===== src/rtl/gcd_engine.sv =====
// Handshaked GCD engine: one Euclid or Stein iteration per clock, with a
// pass-through tag and a saturating count of iterations per transaction.
module gcd_engine #(
   parameter int WIDTH = 8,
   parameter int ALGO  = 0,
   parameter int TAG_W = 4,
   parameter int CNT_W = 16
) (
   input  logic             clk_i,
   input  logic             rst_i,
   input  logic             in_valid_i,
   output logic             in_ready_o,
   input  logic [WIDTH-1:0] a_i,
   input  logic [WIDTH-1:0] b_i,
   input  logic [TAG_W-1:0] tag_i,
   output logic             out_valid_o,
   input  logic             out_ready_i,
   output logic [WIDTH-1:0] gcd_o,
   output logic [TAG_W-1:0] tag_o,
   output logic [CNT_W-1:0] cycles_o,
   output logic             busy_o
);

   localparam int KW = $clog2(WIDTH) + 1;
   localparam logic [KW-1:0]    K_ONE   = KW'(1);
   localparam logic [CNT_W-1:0] CNT_ONE = CNT_W'(1);

   typedef enum logic [1:0] {
      IDLE = 2'd0,
      CALC = 2'd1,
      DONE = 2'd2
   } state_e;

   state_e           state_q;
   logic [WIDTH-1:0] a_q, b_q, a_d, b_d;
   logic [KW-1:0]    k_q, k_d;
   logic [CNT_W-1:0] cnt_q, cnt_d;
   logic [TAG_W-1:0] tagIn_q;
   logic             outValid_q;
   logic [WIDTH-1:0] gcd_q;
   logic [TAG_W-1:0] tag_q;
   logic [CNT_W-1:0] cycles_q;
   logic             finish;
   logic [WIDTH-1:0] result;

   // One iteration of the selected algorithm; terminating checks take priority.
   always_comb begin
      a_d    = a_q;
      b_d    = b_q;
      k_d    = k_q;
      finish = 1'b0;
      result = '0;
      cnt_d  = (cnt_q == '1) ? cnt_q : cnt_q + CNT_ONE;
      if (a_q == '0) begin
         finish = 1'b1;
         result = b_q << k_q;
      end else if (b_q == '0) begin
         finish = 1'b1;
         result = a_q << k_q;
      end else if (a_q == b_q) begin
         finish = 1'b1;
         result = a_q << k_q;
      end else if (ALGO == 0) begin
         if (a_q > b_q) a_d = a_q - b_q;
         else           b_d = b_q - a_q;
      end else begin
         if (!a_q[0] && !b_q[0]) begin
            a_d = a_q >> 1;
            b_d = b_q >> 1;
            k_d = k_q + K_ONE;
         end else if (!a_q[0]) begin
            a_d = a_q >> 1;
         end else if (!b_q[0]) begin
            b_d = b_q >> 1;
         end else if (a_q > b_q) begin
            a_d = a_q - b_q;
         end else begin
            b_d = b_q - a_q;
         end
      end
   end

   // Control FSM; result fields are captured on CALC exit and held through DONE.
   always_ff @(posedge clk_i or posedge rst_i) begin
      if (rst_i) begin
         state_q    <= IDLE;
         a_q        <= '0;
         b_q        <= '0;
         k_q        <= '0;
         cnt_q      <= '0;
         tagIn_q    <= '0;
         outValid_q <= 1'b0;
         gcd_q      <= '0;
         tag_q      <= '0;
         cycles_q   <= '0;
      end else begin
         case (state_q)
            IDLE: begin
               if (in_valid_i) begin
                  a_q     <= a_i;
                  b_q     <= b_i;
                  tagIn_q <= tag_i;
                  k_q     <= '0;
                  cnt_q   <= '0;
                  state_q <= CALC;
               end
            end
            CALC: begin
               a_q   <= a_d;
               b_q   <= b_d;
               k_q   <= k_d;
               cnt_q <= cnt_d;
               if (finish) begin
                  gcd_q      <= result;
                  tag_q      <= tagIn_q;
                  cycles_q   <= cnt_d;
                  outValid_q <= 1'b1;
                  state_q    <= DONE;
               end
            end
            DONE: begin
               if (out_ready_i) begin
                  outValid_q <= 1'b0;
                  state_q    <= IDLE;
               end
            end
            default: begin
               outValid_q <= 1'b0;
               state_q    <= IDLE;
            end
         endcase
      end
   end

   assign in_ready_o  = (state_q == IDLE);
   assign busy_o      = (state_q == CALC) || (state_q == DONE);
   assign out_valid_o = outValid_q;
   assign gcd_o       = gcd_q;
   assign tag_o       = tag_q;
   assign cycles_o    = cycles_q;

endmodule


===== config.mk =====
export PLATFORM = sky130hd
export DESIGN_NAME = gcd_engine
export DESIGN_NICKNAME = d
export VERILOG_FILES = /design/src/rtl/gcd_engine.sv
export SDC_FILE = /design/constraint.sdc
export NUM_CORES = 1
export LEC_CHECK = 0
export ABC_CLOCK_PERIOD_IN_PS = 2600
export CAP_MARGIN = 10
export CORE_ASPECT_RATIO = 2
export CORE_MARGIN = 2
export CORE_UTILIZATION = 57
export CTS_BUF_LIST = sky130_fd_sc_hd__clkbuf_8
export DETAILED_ROUTE_END_ITERATION = 10
export GPL_TIMING_DRIVEN = 0
export PLACE_DENSITY = 0.78
export SETUP_SLACK_MARGIN = 0.2
export SYNTH_ARGS = -nofsm -noshare
export SYNTH_HDL_FRONTEND = slang
export SYNTH_SLANG_ARGS = --single-unit

===== constraint.sdc =====
create_clock -name clk_i -period 2.6 [get_ports clk_i]
set_clock_uncertainty 0.05 [all_clocks]
set_input_delay 0.52 -clock clk_i [delete_from_list [all_inputs] [get_ports clk_i]]
set_output_delay 0.52 -clock clk_i [all_outputs]
set_load 0.005 [all_outputs]

==> summary.txt, run 1 <==
Run status
  • Status: finished, final reports clean

Power
  • Leakage power: 0.00222 uW
  • VDD IR-drop max: 1210 uV
  • Pwr/cell area: 1230 nW/um^2

Finish
  • Nets: 581
  • Non-Filler Instances: 630
  • Ant. Diodes: 0
  • Cell area after layout: 5230 sq um
  • Area delta synth->final: 29.1%
  • Layout cells sized above 1: 0.189

Critical path
  • Crit path kind: reg -> reg
  • Crit. End Element: flop
  • Worst Path Max Fanout: 5
  • CP Data Arrival Time: 2600 ps
  • Worst EP required: 2780 ps
  • CP Launch Type: flop

Logic synthesis
  • Syn_nets: 492
  • Post-Syn Area: 4050 sq um
  • Netlist cell types: 57
  • Post-synth EDFFs: 0
  • #FFs+latches synth: 67
  • Async S/R FF share, synth: 1.00
  • Post-synthesis sequential area ratio: 0.414
  • Yosys warning total: 0
  • Most used DFF post-synth: dfrtp_1
  • Cells after synthesis: 447
  • Syn Area/Cell: 9.05 sq um

Drt
  • Router iterations before antenna repair: 5
  • Vias per cell: 6.16
  • Remaining DRCs: 0
  • DR iter-0 viols: 304
  • Wire per inst: 18.5 microns
  • Via count: 3881
  • WL final: 11.7 mm
  • ANT nets after route: 0

Clock network
  • Depth of the CTS H-tree: 3
  • TritonCTS clock tree: yes
  • Clock root buffer: clkbuf_8
  • CTS Sinks: 67
  • Reg clk slew, reported paths: 70 ps
  • Worst skew pair latency: 360 ps
  • CTS Buf Count: 9
  • Clock tree buffer depth: 2

Min path
  • Hold Crit Class: reg -> reg

Placed design
  • Placer's final routability congestion estimate: 0.952
  • PortBufs: 54
  • # placed instances: 592
  • Post-DP Area: 4720 sq um
  • DP HPWL: 8.27 mm

Global route
  • GRT Total Usage: 0.299
  • Initial antenna violation count: 0
  • Remaining global-route overflow: 0
  • Largest net degree at the start of global routing: 45
  • First-pass GRT wire length: 17.6 mm
  • Vias in the first global route: 3760

Floorplan
  • Chip width: 63.6 microns
  • Die height: 123 microns
  • Initial cell density of the core: 0.588
  • # rows: 43
  • Ports: 55
  • Full die area: 7830 sq um
  • Core box area: 6890 sq um

Run
  • Max cap viols: 0

Timing
  • Worst-margin pin slew: 604 ps
  • Setup violators final: 0
  • Worst slew margin: 0.597
  • RSZ-0062 raised after global routing: yes
  • Max Freq: 0.413 GHz
  • Fin crit share: 0.932
  • Hold Vio Cnt, Final: 0
  • Max-slew violations: 0
  • Post-route minimum period: 2420 ps
-- worst max-delay path, stage by stage, from the launching register on --
cell	delay (ps)
dfrtp_1	410
ha_1	320
buf_6	130
buf_4	130
buf_4	130
nand2_1	60
nor2_1	70
a211o_1	280
a211o_1	230
a211oi_1	360
a211oi_1	110
-- where the power goes --
group          switching, uW  internal [uW]  leakage, uW
combinational           2220           1810      0.00125
clock                    403            412    0.0000994
sequential               258           1320     0.000871
-- Yosys cell counts (4+ instances only) --
cell type  instances  share of area
a211oi_1           9          0.017
a21oi_1           34          0.042
a22oi_1           10          0.019
a31oi_1            4         0.0062
buf_2              9          0.011
buf_6              5          0.014
clkbuf_1           8         0.0074
dfrtp_1           67           0.41
ha_1              19          0.059
inv_1             24          0.022
mux2_2             8          0.022
nand2_1           51          0.047
nand2b_1           5         0.0077
nand3_1            6         0.0074
nand4_1            4         0.0062
nor2_1            32          0.030
nor2b_1            7          0.011
nor3_1             6         0.0074
o21a_1             9          0.017
o21ai_0           46          0.057
o21ai_1           11          0.014
o31ai_1            5         0.0093
or3_1              4         0.0062
xnor2_1            5          0.011
xor2_1             6          0.013
-- registers in the layout, indices dropped and copies added, names as in the netlist --
signal / count
cycles_o: 16
b_q: 8
tag_o: 4
tagIn_q: 4
a_q: 8
out_valid_o: 1
gcd_o: 8
cnt_q: 16
state_q: 2
-- cell usage in the layout (no fill, tap or decap), drive strengths merged, types with 6 or more instances in the layout --
cell type / Yosys / layout
dfrtp: 67 / 67
o21ai: 59 / 59
clkdlybuf4s50: 0 / 54
nand2: 51 / 51
buf: 14 / 38
a21oi: 37 / 37
nor2: 35 / 35
inv: 24 / 25
clkbuf: 9 / 21
ha: 19 / 19
a22oi: 10 / 10
o21a: 9 / 9
a211oi: 9 / 9
mux2: 8 / 8
nand3: 8 / 8
nor2b: 7 / 7
nor3: 7 / 7
xor2: 6 / 6
-- per-stage QoR --
step                hold slack, ps  TNS, ps  utilization  total power (uW)  worst slack, ps
detailed placement             415        0        0.685              4860             1.46
finish                         432        0        0.759              6430              177
CTS                            429        0        0.718              5780              185
global placement               411   -47660        0.682              4760             -717
global route                   460        0        0.759              6820             74.7
floorplan                      423        0            -              3880              347
-- final cells by class --
cell class / instances / area [sq um]
multi-input combinational: 333 / 2230
timing repair buffer: 78 / 754
clock buffer: 12 / 165
inverter: 24 / 90.1
sequential: 67 / 1680
tap: 90 / 113
fill: 562 / 1660
buffer: 23 / 174
clock inverter: 3 / 13.8
-- repair_timing --
item | CTS | global route
gates cloned | 0 | 3
endpoints found under the setup margin | 39 | 57
resized for setup | 7 | 45
hold buffers | 0 | 0
pin swaps | 2 | 7
setup buffers | 3 | 17
hold endpoints to repair | 0 | 0
-- cell families after synthesis --
group | count (synthesis) | share of synthesized area
XOR/XNOR | 11 | 0.0238
buffers and inverters | 47 | 0.0560
AND/OR/NAND/NOR | 142 | 0.178
multiplexers | 10 | 0.0272
adder cells (fa/ha/maj) | 21 | 0.0686
AO/OA/AOI/OAI | 149 | 0.232
flip-flops | 67 | 0.414
-- worst paths after layout --
| check | start | end | slack [ps] | cells past startpoint |
|---|---|---|---|---|
| setup / recovery | b_q[5]$_DFFE_PP0P_ | b_q[7]$_DFFE_PP0P_ | 180 | 10 |
| hold / removal | cycles_o[12]$_DFFE_PP0P_ | cycles_o[12]$_DFFE_PP0P_ | 430 | 1 |
| setup reg to reg | b_q[5]$_DFFE_PP0P_ | b_q[7]$_DFFE_PP0P_ | 180 | 10 |
| hold reg to reg | cycles_o[12]$_DFFE_PP0P_ | cycles_o[12]$_DFFE_PP0P_ | 430 | 1 |
| max in group asynchronous | rst_i | b_q[2]$_DFFE_PP0P_ | 1400 | 3 |
| min in group asynchronous | rst_i | gcd_o[0]$_DFFE_PP0P_ | 470 | 2 |
-- routing by layer --
metal	wire length [microns]	global-route usage	share of wire	vias to the layer above
li1	-	-	-	1764
met1	3780	0.279	0.32	1891
met2	6540	0.573	0.56	159
met3	459	0.0555	0.039	67
met4	885	0.202	0.076	0
met5	0	0	0	-
(Power assumes the default switching activity.)
==> run 2, diff against run 1 <==
SETUP_SLACK_MARGIN = 0.02   (was 0.2)
==> run 2 against run 1 <==
  * Worst hold slack lost 3.6 ps
  * Largest cell class unchanged
  * Sequential share of layout area grew 1.9 points
  * Via count shrank 5.4%
  * Count of clock-buffer cells in the layout is the same
  * Largest power group unchanged
  * Sequential cell count is the same
  * Design area shrank 5.7%
  * Register-to-register slack lost 40 ps
==> summary.txt, run 2 (synthesis results as in run 1) <==
Clock network
  • CTS Hold Bufs: 0 (unchanged)
  • Depth of the CTS H-tree: 3 (unchanged)
  • Clock root buffer: clkbuf_8
  • CTS Sinks: 67 (unchanged)
  • CTS Buf Count: 9 (unchanged)
  • TritonCTS clock tree: yes
  • Worst skew pair latency: 360 ps (about the same)
  • Clock tree buffer depth: 2 (unchanged)
  • Reg clk slew, reported paths: 70 ps (about the same)

Power
  • VDD IR-drop max: 1030 uV (-14%)
  • Pwr/cell area: 1170 nW/um^2 (-5.1%)
  • Leakage power: 0.00209 uW (-5.7%)
  • Power Total: 5750 uW (-11%)

Timing
  • Max-slew violations: 0 (unchanged)
  • Hold WS: 428 ps (-3.64 ps)
  • Setup violators final: 0 (unchanged)
  • Worst-margin pin slew: 753 ps (+149 ps)
  • Post-route minimum period: 2470 ps (+42.4 ps)
  • Worst slew margin: 0.493 (-0.104)
  • Max Freq: 0.406 GHz (-1.7%)
  • RSZ-0062 raised after global routing: no
  • Hold Vio Cnt, Final: 0 (unchanged)
  • Fin crit share: 0.948 (+0.0163)

Floorplan
  • Initial cell density of the core: 0.588 (unchanged)
  • # rows: 43 (unchanged)
  • Die height: 123 microns (unchanged)
  • Ports: 55 (unchanged)
  • Chip width: 63.6 microns (unchanged)
  • Core box area: 6890 sq um (unchanged)
  • Full die area: 7830 sq um (unchanged)

Global route
  • Remaining global-route overflow: 0 (unchanged)
  • First-pass GRT wire length: 17.6 mm (about the same)
  • Vias in the first global route: 3746 (-0.37%)
  • GRT Total Usage: 0.299 (+0.000310)
  • Initial antenna violation count: 0 (unchanged)
  • Largest net degree at the start of global routing: 45 (unchanged)

Placed design
  • # placed instances: 592 (unchanged)
  • Placer's final routability congestion estimate: 0.952 (unchanged)
  • DP HPWL: 8.27 mm (unchanged)
  • PortBufs: 54 (unchanged)

Finish
  • Commonest cells after routing, fill and taps aside: dfrtp_1 (66), clkdlybuf4s50_1 (54), nand2_1 (51)
  • Area delta synth->final: 21.8%
  • Non-Filler Instances: 609 (-3.3%)
  • Ant. Diodes: 0 (unchanged)
  • Most common cell after layout, fill and taps aside: dfrtp_1
  • Layout cells sized above 1: 0.123 (-0.0656)
  • Nets: 560 (-3.6%)

Drt
  • ANT nets after route: 0 (unchanged)
  • DR iter-0 viols: 297 (-2.3%)
  • Wire per inst: 17.7 microns (-4.5%)
  • Via count: 3671 (-5.4%)
  • WL final: 10.8 mm (-7.7%)
  • Remaining DRCs: 0 (unchanged)
  • Vias per cell: 6.03 (-2.1%)
  • Router iterations before antenna repair: 5 (unchanged)

Critical path
  • Reg2reg path depth: 9 (-1)
  • Crit. End Element: flop
  • Worst EP required: 2810 ps (+30 ps)
  • CP Launch Type: flop
  • Crit path kind: reg -> reg
  • CP Data Arrival Time: 2670 ps (+70 ps)
  • Worst Path Max Fanout: 10 (+5)

Run status
  • Status: finished, final reports clean

Min path
  • Hold depth: 1 (unchanged)
  • Hold Crit Class: reg -> reg

Run
  • Max cap viols: 0 (unchanged)
run 2: cell types whose count changed in the layout (fill, tap and decap cells not counted), moves of 2 or more:
| cell | previous run | this run |
|---|---|---|
| buf_4 | 21 | 2 |
| buf_6 | 12 | 5 |
| buf_2 | 3 | 7 |
| dfrtp_1 | 63 | 66 |
| dfrtp_2 | 4 | 1 |
| ha_1 | 16 | 19 |
| inv_1 | 21 | 24 |
| inv_2 | 4 | 1 |
| ha_4 | 2 | 0 |
run 2: report_power, final:
group	total (uW)	internal [uW]	leakage (uW)	switching (uW)
clock network	807	412	0.0000994	395
logic	3350	1420	0.00112	1930
registers	1590	1320	0.000874	273
run 2: worst paths after layout:
kind	to	startpoint	slack, ps
setup / recovery	b_q[7]$_DFFE_PP0P_	state_q[1]$_DFFE_PP0P_	130
hold / removal	cycles_o[12]$_DFFE_PP0P_	cycles_o[12]$_DFFE_PP0P_	430
setup reg to reg	b_q[7]$_DFFE_PP0P_	state_q[1]$_DFFE_PP0P_	130
hold reg to reg	cycles_o[12]$_DFFE_PP0P_	cycles_o[12]$_DFFE_PP0P_	430
max in group asynchronous	b_q[2]$_DFFE_PP0P_	rst_i	1410
min in group asynchronous	cycles_o[5]$_DFFE_PP0P_	rst_i	470
run 2: metal layers:
metal,vias to the layer above,global-route usage,part of all wire
met5,-,0,0
met4,0,0.200,0.052
met3,43,0.0555,0.030
met2,90,0.573,0.58
met1,1819,0.281,0.33
li1,1719,-,-
run 2: area by class of cell:
cell class,instances,area [sq um]
Clock inverter,3,13.8
Tap cell,90,113
Buffer,23,143
Timing Repair Buffer,57,576
Sequential cell,67,1680
Clock buffer,12,165
Inverter,24,90.1
Multi-Input combinational cell,333,2150
Fill cell,606,1960
run 2: stage by stage:
step                      worst slack, ps   util  setup TNS [ps]  cell area (sq um)
final                                 135  0.716               0               4930
after global routing                 20.0  0.716               0               4930
after CTS                            79.8  0.712               0               4900
after detailed placement             1.46  0.685               0               4720
after global placement               -717  0.682          -47660               4700
after floorplan                       347      -               0               4050
run 2: repair_timing:
item,4_1_cts,5_1_grt
endpoints found under the hold margin,0,0
pin swaps,0,1
setup buffers,0,2
resized for setup,1,6
setup endpoints to repair,8,17
run 2: critical path, stage by stage, from the launching register on:
cell and delay (ps):
dfrtp_1 390, inv_1 100, ha_1 160, buf_2 260
inv_1 80, buf_2 210, o21ai_2 430, o211ai_4 200
buf_6 200, a211oi_1 270
==> run 3, diff against run 2 <==
CORE_MARGIN = unset   (was 2)
SKIP_LAST_GASP = 1   (was unset)
==> run 3 against run 2 <==
  * Count of clock-buffer cells in the layout shrank 1
  * Sequential share of layout area is 0.12 points lower
  * Critical path type unchanged
  * Design area increased by 0.36%
  * Routed wire length fell by 1.4%
  * Sequential cell count is the same
  * Largest cell class unchanged
  * Combinational power is 1% higher
  * Clock power up 8.9%
==> summary.txt, run 3 (synthesis results as in run 1) <==
Finish
  • Non-Filler Instances: 608 (-0.16%)
  • Most common cell after layout, fill and taps aside: dfrtp_1
  • Filler instances: 585 (-3.5%)
  • Cell area after layout: 4950 sq um (+0.36%)
  • Multi-input gate area: 2170 sq um (+0.70%)
  • Sequential cell area: 1680 sq um (unchanged)
  • Ant. Diodes: 0 (unchanged)
  • Nets: 559 (-0.18%)
  • Area delta synth->final: 22.3%
  • Layout cells sized above 1: 0.120 (-0.00362)
  • Commonest cells after routing, fill and taps aside: dfrtp_1 (66), clkdlybuf4s50_1 (54), nand2_1 (51)

Clock network
  • TritonCTS clock tree: yes
  • CTS Sinks: 67 (unchanged)
  • Clock root buffer: clkbuf_8
  • Clock tree buffer depth: 2 (unchanged)
  • Reg clk slew, reported paths: 70 ps (about the same)
  • Depth of the CTS H-tree: 3 (unchanged)
  • CTS Buf Count: 9 (unchanged)
  • Worst skew pair latency: 360 ps (about the same)
  • CTS Hold Bufs: 0 (unchanged)

Drt
  • Wire per inst: 17.5 microns (-1.3%)
  • DR iter-0 viols: 235 (-21%)
  • ANT nets after route: 0 (unchanged)
  • Router iterations before antenna repair: 5 (unchanged)
  • Remaining DRCs: 0 (unchanged)
  • WL final: 10.6 mm (-1.4%)
  • Via count: 3630 (-1.1%)
  • Vias per cell: 5.97 (-0.95%)

Placed design
  • Post-DP Area: 4720 sq um (unchanged)
  • PortBufs: 54 (unchanged)
  • DP HPWL: 8.20 mm (-0.83%)
  • # placed instances: 592 (unchanged)
  • Placer's final routability congestion estimate: 0.949 (-0.32%)

Floorplan
  • Full die area: 7460 sq um (-4.7%)
  • # rows: 43 (unchanged)
  • Die height: 121 microns (-1.6%)
  • Initial cell density of the core: 0.588 (unchanged)
  • Core box area: 6890 sq um (unchanged)
  • Ports: 55 (unchanged)
  • Chip width: 61.6 microns (-3.1%)

Run
  • Max cap viols: 0 (unchanged)

Global route
  • Vias in the first global route: 3706 (-1.1%)
  • Largest net degree at the start of global routing: 35 (-22%)
  • GRT Total Usage: 0.326 (+0.0267)
  • First-pass GRT wire length: 17.5 mm (-0.86%)
  • Initial antenna violation count: 0 (unchanged)
  • Remaining global-route overflow: 0 (unchanged)

Critical path
  • CP Launch Type: flop
  • Worst EP required: 2780 ps (-30 ps)
  • Worst Path Max Fanout: 10 (unchanged)
  • CP Data Arrival Time: 2670 ps (about the same)
  • Crit. End Element: flop
  • Crit path kind: reg -> reg

Power
  • Power Total: 5850 uW (+1.7%)
  • VDD IR-drop max: 1180 uV (+14%)
  • Leakage power: 0.00209 uW (about the same)
  • Pwr/cell area: 1180 nW/um^2 (+1.4%)

Timing
  • Post-route minimum period: 2490 ps (+29.3 ps)
  • Max Freq: 0.401 GHz (-1.2%)
  • Worst-margin pin slew: 750 ps (-2.46 ps)
  • Worst slew margin: 0.499 (+0.00554)
  • Fin crit share: 0.959 (+0.0113)
  • Hold Vio Cnt, Final: 0 (unchanged)
  • Max-slew violations: 0 (unchanged)
  • RSZ-0062 raised after global routing: yes
  • Hold WS: 429 ps (+0.741 ps)
  • Setup violators final: 0 (unchanged)

Run status
  • Status: finished, final reports clean

Min path
  • Hold Crit Class: reg -> reg
-- run 3: changes by cell type in the layout (fill, tap and decap cells not counted) --
cell / previous run / this run
buf_2: 7 / 9
clkbuf_4: 2 / 0
a21oi_2: 4 / 3
a21oi_4: 0 / 1
buf_4: 2 / 1
bufinv_16: 0 / 1
clkbuf_8: 12 / 11
clkinv_2: 2 / 1
inv_1: 24 / 25
o21ai_2: 1 / 0
o21ai_4: 1 / 2
-- run 3: cell type report --
type,count,area share
multi-input combinational,333,0.438
sequential,67,0.339
timing repair buffer,56,0.115
clock buffer,11,0.0306
buffer,23,0.0278
tap,90,0.0228
inverter,24,0.0182
clock inverter,4,0.00860
-- run 3: final timing paths --
kind	startpoint	end	slack, ps	depth (start not counted)
min	gcd_o[4]$_DFFE_PP0P_	gcd_o[4]$_DFFE_PP0P_	430	2
max reg2reg	a_q[2]$_DFFE_PP0P_	cycles_o[3]$_DFFE_PP0P_	110	9
min in group asynchronous	rst_i	cycles_o[6]$_DFFE_PP0P_	560	2
max	a_q[2]$_DFFE_PP0P_	cycles_o[3]$_DFFE_PP0P_	110	9
min reg2reg	gcd_o[4]$_DFFE_PP0P_	gcd_o[4]$_DFFE_PP0P_	430	2
max in group asynchronous	rst_i	gcd_o[2]$_DFFE_PP0P_	1290	3
-- run 3: timing repair --
item                       in CTS  in global routing
setup endpoints to repair       7                 18
gates cloned                    0                  0
pin swaps                       0                  2
gates resized for setup         1                  6
setup buffers                   0                  1
-- run 3: through the flow --
stage               TNS, ps  setup WS, ps  utilization
floorplan                 0           347            -
global placement     -49640          -747        0.682
detailed placement    -43.1         -27.2        0.685
CTS                       0          67.2        0.714
global route              0          5.37        0.718
finish                    0           106        0.718
-- run 3: critical path: stages, from the launching register on --
cell and delay [ps]:
dfrtp_1 430, inv_1 70, ha_1 310, buf_6 140, and4_4 190, a22o_1 210, buf_2 210, o21ai_4 280
buf_2 330, o21ai_0 140
-- run 3: layer usage --
layer | global-route usage | part of all wire | up-vias
met4 | 0.218 | 0.073 | 0
met5 | 0 | 0 | -
met3 | 0.0661 | 0.034 | 51
met1 | 0.330 | 0.34 | 1739
met2 | 0.565 | 0.55 | 121
li1 | - | - | 1719
-- run 3: power breakdown --
part / total, uW / switching [uW] / internal [uW] / leakage (uW)
Sequential: 1590 / 270 / 1320 / 0.000874
Clock: 879 / 398 / 482 / 0.000108
Combinational: 3390 / 1970 / 1420 / 0.00111
==> RTL edit (config.mk and constraints of run 2) <==
Change the parameter `TAG_W` from 4 to 3.
--- a/src/rtl/gcd_engine.sv
+++ b/src/rtl/gcd_engine.sv
@@ -4,5 +4,5 @@
    parameter int WIDTH = 8,
    parameter int ALGO  = 0,
-   parameter int TAG_W = 4,
+   parameter int TAG_W = 3,
    parameter int CNT_W = 16
 ) (
Ports: changed (resized tag_i and tag_o); port bits go from 55 to 53. No check against the original RTL was run, so the function may have changed too.
==> RTL edit against run 2 <==
- wire length decreased by 3.3%
- area after synthesis decreased by 3.2%
- fmax decreased by 0.14%
- synthesized cell count decreased by 1.3%
- design area decreased by 1.7%
- sequential cell count decreased by 2
- first-iteration DRC count decreased by 25%
- power decreased by 0.25%
- worst setup slack got worse by 3.4 ps
- count of clock-buffer cells in the layout decreased by 3
==> RTL edit: results (changes against run 2) <==
Run status
  – Outcome: finished clean

Final layout
  – Non-clock buffering overhead: 14.8% (+0.25 points)
  – Share of cells above drive strength 1: 12.5% (+0.14 points)
  – CLK BUF: 9 (-3)
  – Comb_multi_in: 329 (-1.2%)
  – Number of fill cells: 542 (-11%)
  – Post-layout net count: 553 (-1.3%)
  – Count of non-CTS buffers in the layout: 81 (+1.3%)
  – Logic inverters: 23 (-4.2%)
  – Footprint of the multi-input gates: 2120 um^2 (-1.3%)
  – Clock-cell share of area: 3.64% (+0.010 points)
  – Reg area: 1630 um^2 (-2.8%)

Power
  – Leak pwr: 0.00209 uW (about the same)
  – Tot Pwr: 5740 uW (-0.25%)
  – Sequential power share: 26.9% (-0.8 points)
  – Worst vdd ir: 973 uV (-5.8%)
  – Clk pwr: 816 uW (+1%)
  – Net switching power: 2600 uW (about the same)

Place
  – Port bufs: 52 (-3.7%)
  – Dpl ws: -209 ps (-211 ps)
  – GPL Wtd Cong: 0.976 (+2.5%)
  – DPL Wire Length: 7.98 mm (-3.5%)

Detailed routing
  – Routed WL: 10.4 mm (-3.3%)
  – Iteration-0 DRC Markers: 222 (-25%)
  – Metal3 WL: 313 um (-4.3%)
  – Total number of vias: 3,551 (-3.3%)
  – DR WL met2: 5.97 mm (-5.1%)
  – Drt first pass iters: 4 (-1)
  – Met1 wire length: 3.59 mm (+0.11%)

Global routing
  – Pin count of the biggest net entering global routing: 36 (-20%)
  – Met3 Use GR: 3.71% (-1.8 points)
  – GR Layer Usage met1: 28.8% (+0.77 points)
  – Tot GR Track Use: 29.3% (-0.63 points)
  – M2 GR Usage: 56.7% (-0.58 points)
  – First-pass GRT wire length: 17.0 mm (-3.8%)
  – Number of global-route vias before repair: 3,537 (-5.6%)

Hold path
  – Worst hold path class: reg2reg

Yosys
  – Synth cell types: 56 (-1.8%)
  – Largest cells by area after synthesis: dfrtp_1 (42%), o21ai_0 (6.5%), ha_1 (6.1%)
  – Share of flip-flops with an asynchronous set or reset: 100% (unchanged)
  – Sequential-to-total area share from yosys stat: 41.5% (+0.086 points)
  – Synth cell count leaders: dfrtp_1 (65), nand2_1 (51), o21ai_0 (51)
  – Synthesized Nets: 485 (-1.4%)

Critical path
  – CP top delay family: simple AND/OR/NAND/NOR gates
  – Worst-path cell with the longest stage delay: dfrtp_1
  – Peak fanout along the critical path: 9 (-1)
  – Worst EP arrival: 2690 ps (+20 ps)
  – R2R Setup Slk: between 100 and 150 ps

STA
  – Post-route minimum period: 2470 ps (+3.36 ps)
  – Worst Tran Pin Value: 675 ps (-78.1 ps)

CTS
  – CTS sink count: 65 (-3.0%)
-- RTL edit: metrics by stage --
stage | instance area [um^2] | utilization [%] | hold WS (ps) | std cells | TNS [ps]
CTS | 4780 | 72.1 | 434 | 598 | 0
global route | 4850 | 73.2 | 460 | 601 | 0
detailed placement | 4570 | 69.0 | 419 | 582 | -3580
floorplan | 3920 | - | 423 | 441 | 0
finish | 4850 | 73.2 | 430 | 601 | 0
global placement | 4550 | 68.7 | 410 | 581 | -50050
-- RTL edit: path summary, 6_finish.rpt --
| check | depth (start not counted) | start | end |
|---|---|---|---|
| min | 2 | cycles_o[6]$_DFFE_PP0P_ | cycles_o[6]$_DFFE_PP0P_ |
| min reg2reg | 2 | cycles_o[6]$_DFFE_PP0P_ | cycles_o[6]$_DFFE_PP0P_ |
| max | 9 | b_q[2]$_DFFE_PP0P_ | a_q[6]$_DFFE_PP0P_ |
| min in group asynchronous | 2 | rst_i | cycles_o[15]$_DFFE_PP0P_ |
| max in group asynchronous | 3 | rst_i | a_q[5]$_DFFE_PP0P_ |
| max reg2reg | 9 | b_q[2]$_DFFE_PP0P_ | a_q[6]$_DFFE_PP0P_ |
-- RTL edit: cells by family (layout without fill, tap and decap cells) --
family,count (synthesis),in the layout,share of synthesized area [%]
compound gates,147,147,23.2
xor+xnor,12,12,2.68
fa+ha+maj,21,21,7.09
buf+inv,47,119,5.08
flops,65,65,41.5
mux,8,8,2.24
simple gates,141,141,18.2
-- RTL edit: what timing repair did --
action                                  CTS  global route
endpoints found under the setup margin   32            40
pin swaps                                 1             3
resized for setup                         6            19
gates cloned                              0             1
setup buffers                             1             5
-- RTL edit: worst min-delay path, delay by kind of cell (launching register included) --
kind	cells	cell delay [ps]
DFF	1	340
and+or+nand+nor	1	40
AOI/OAI and AO/OA	1	60
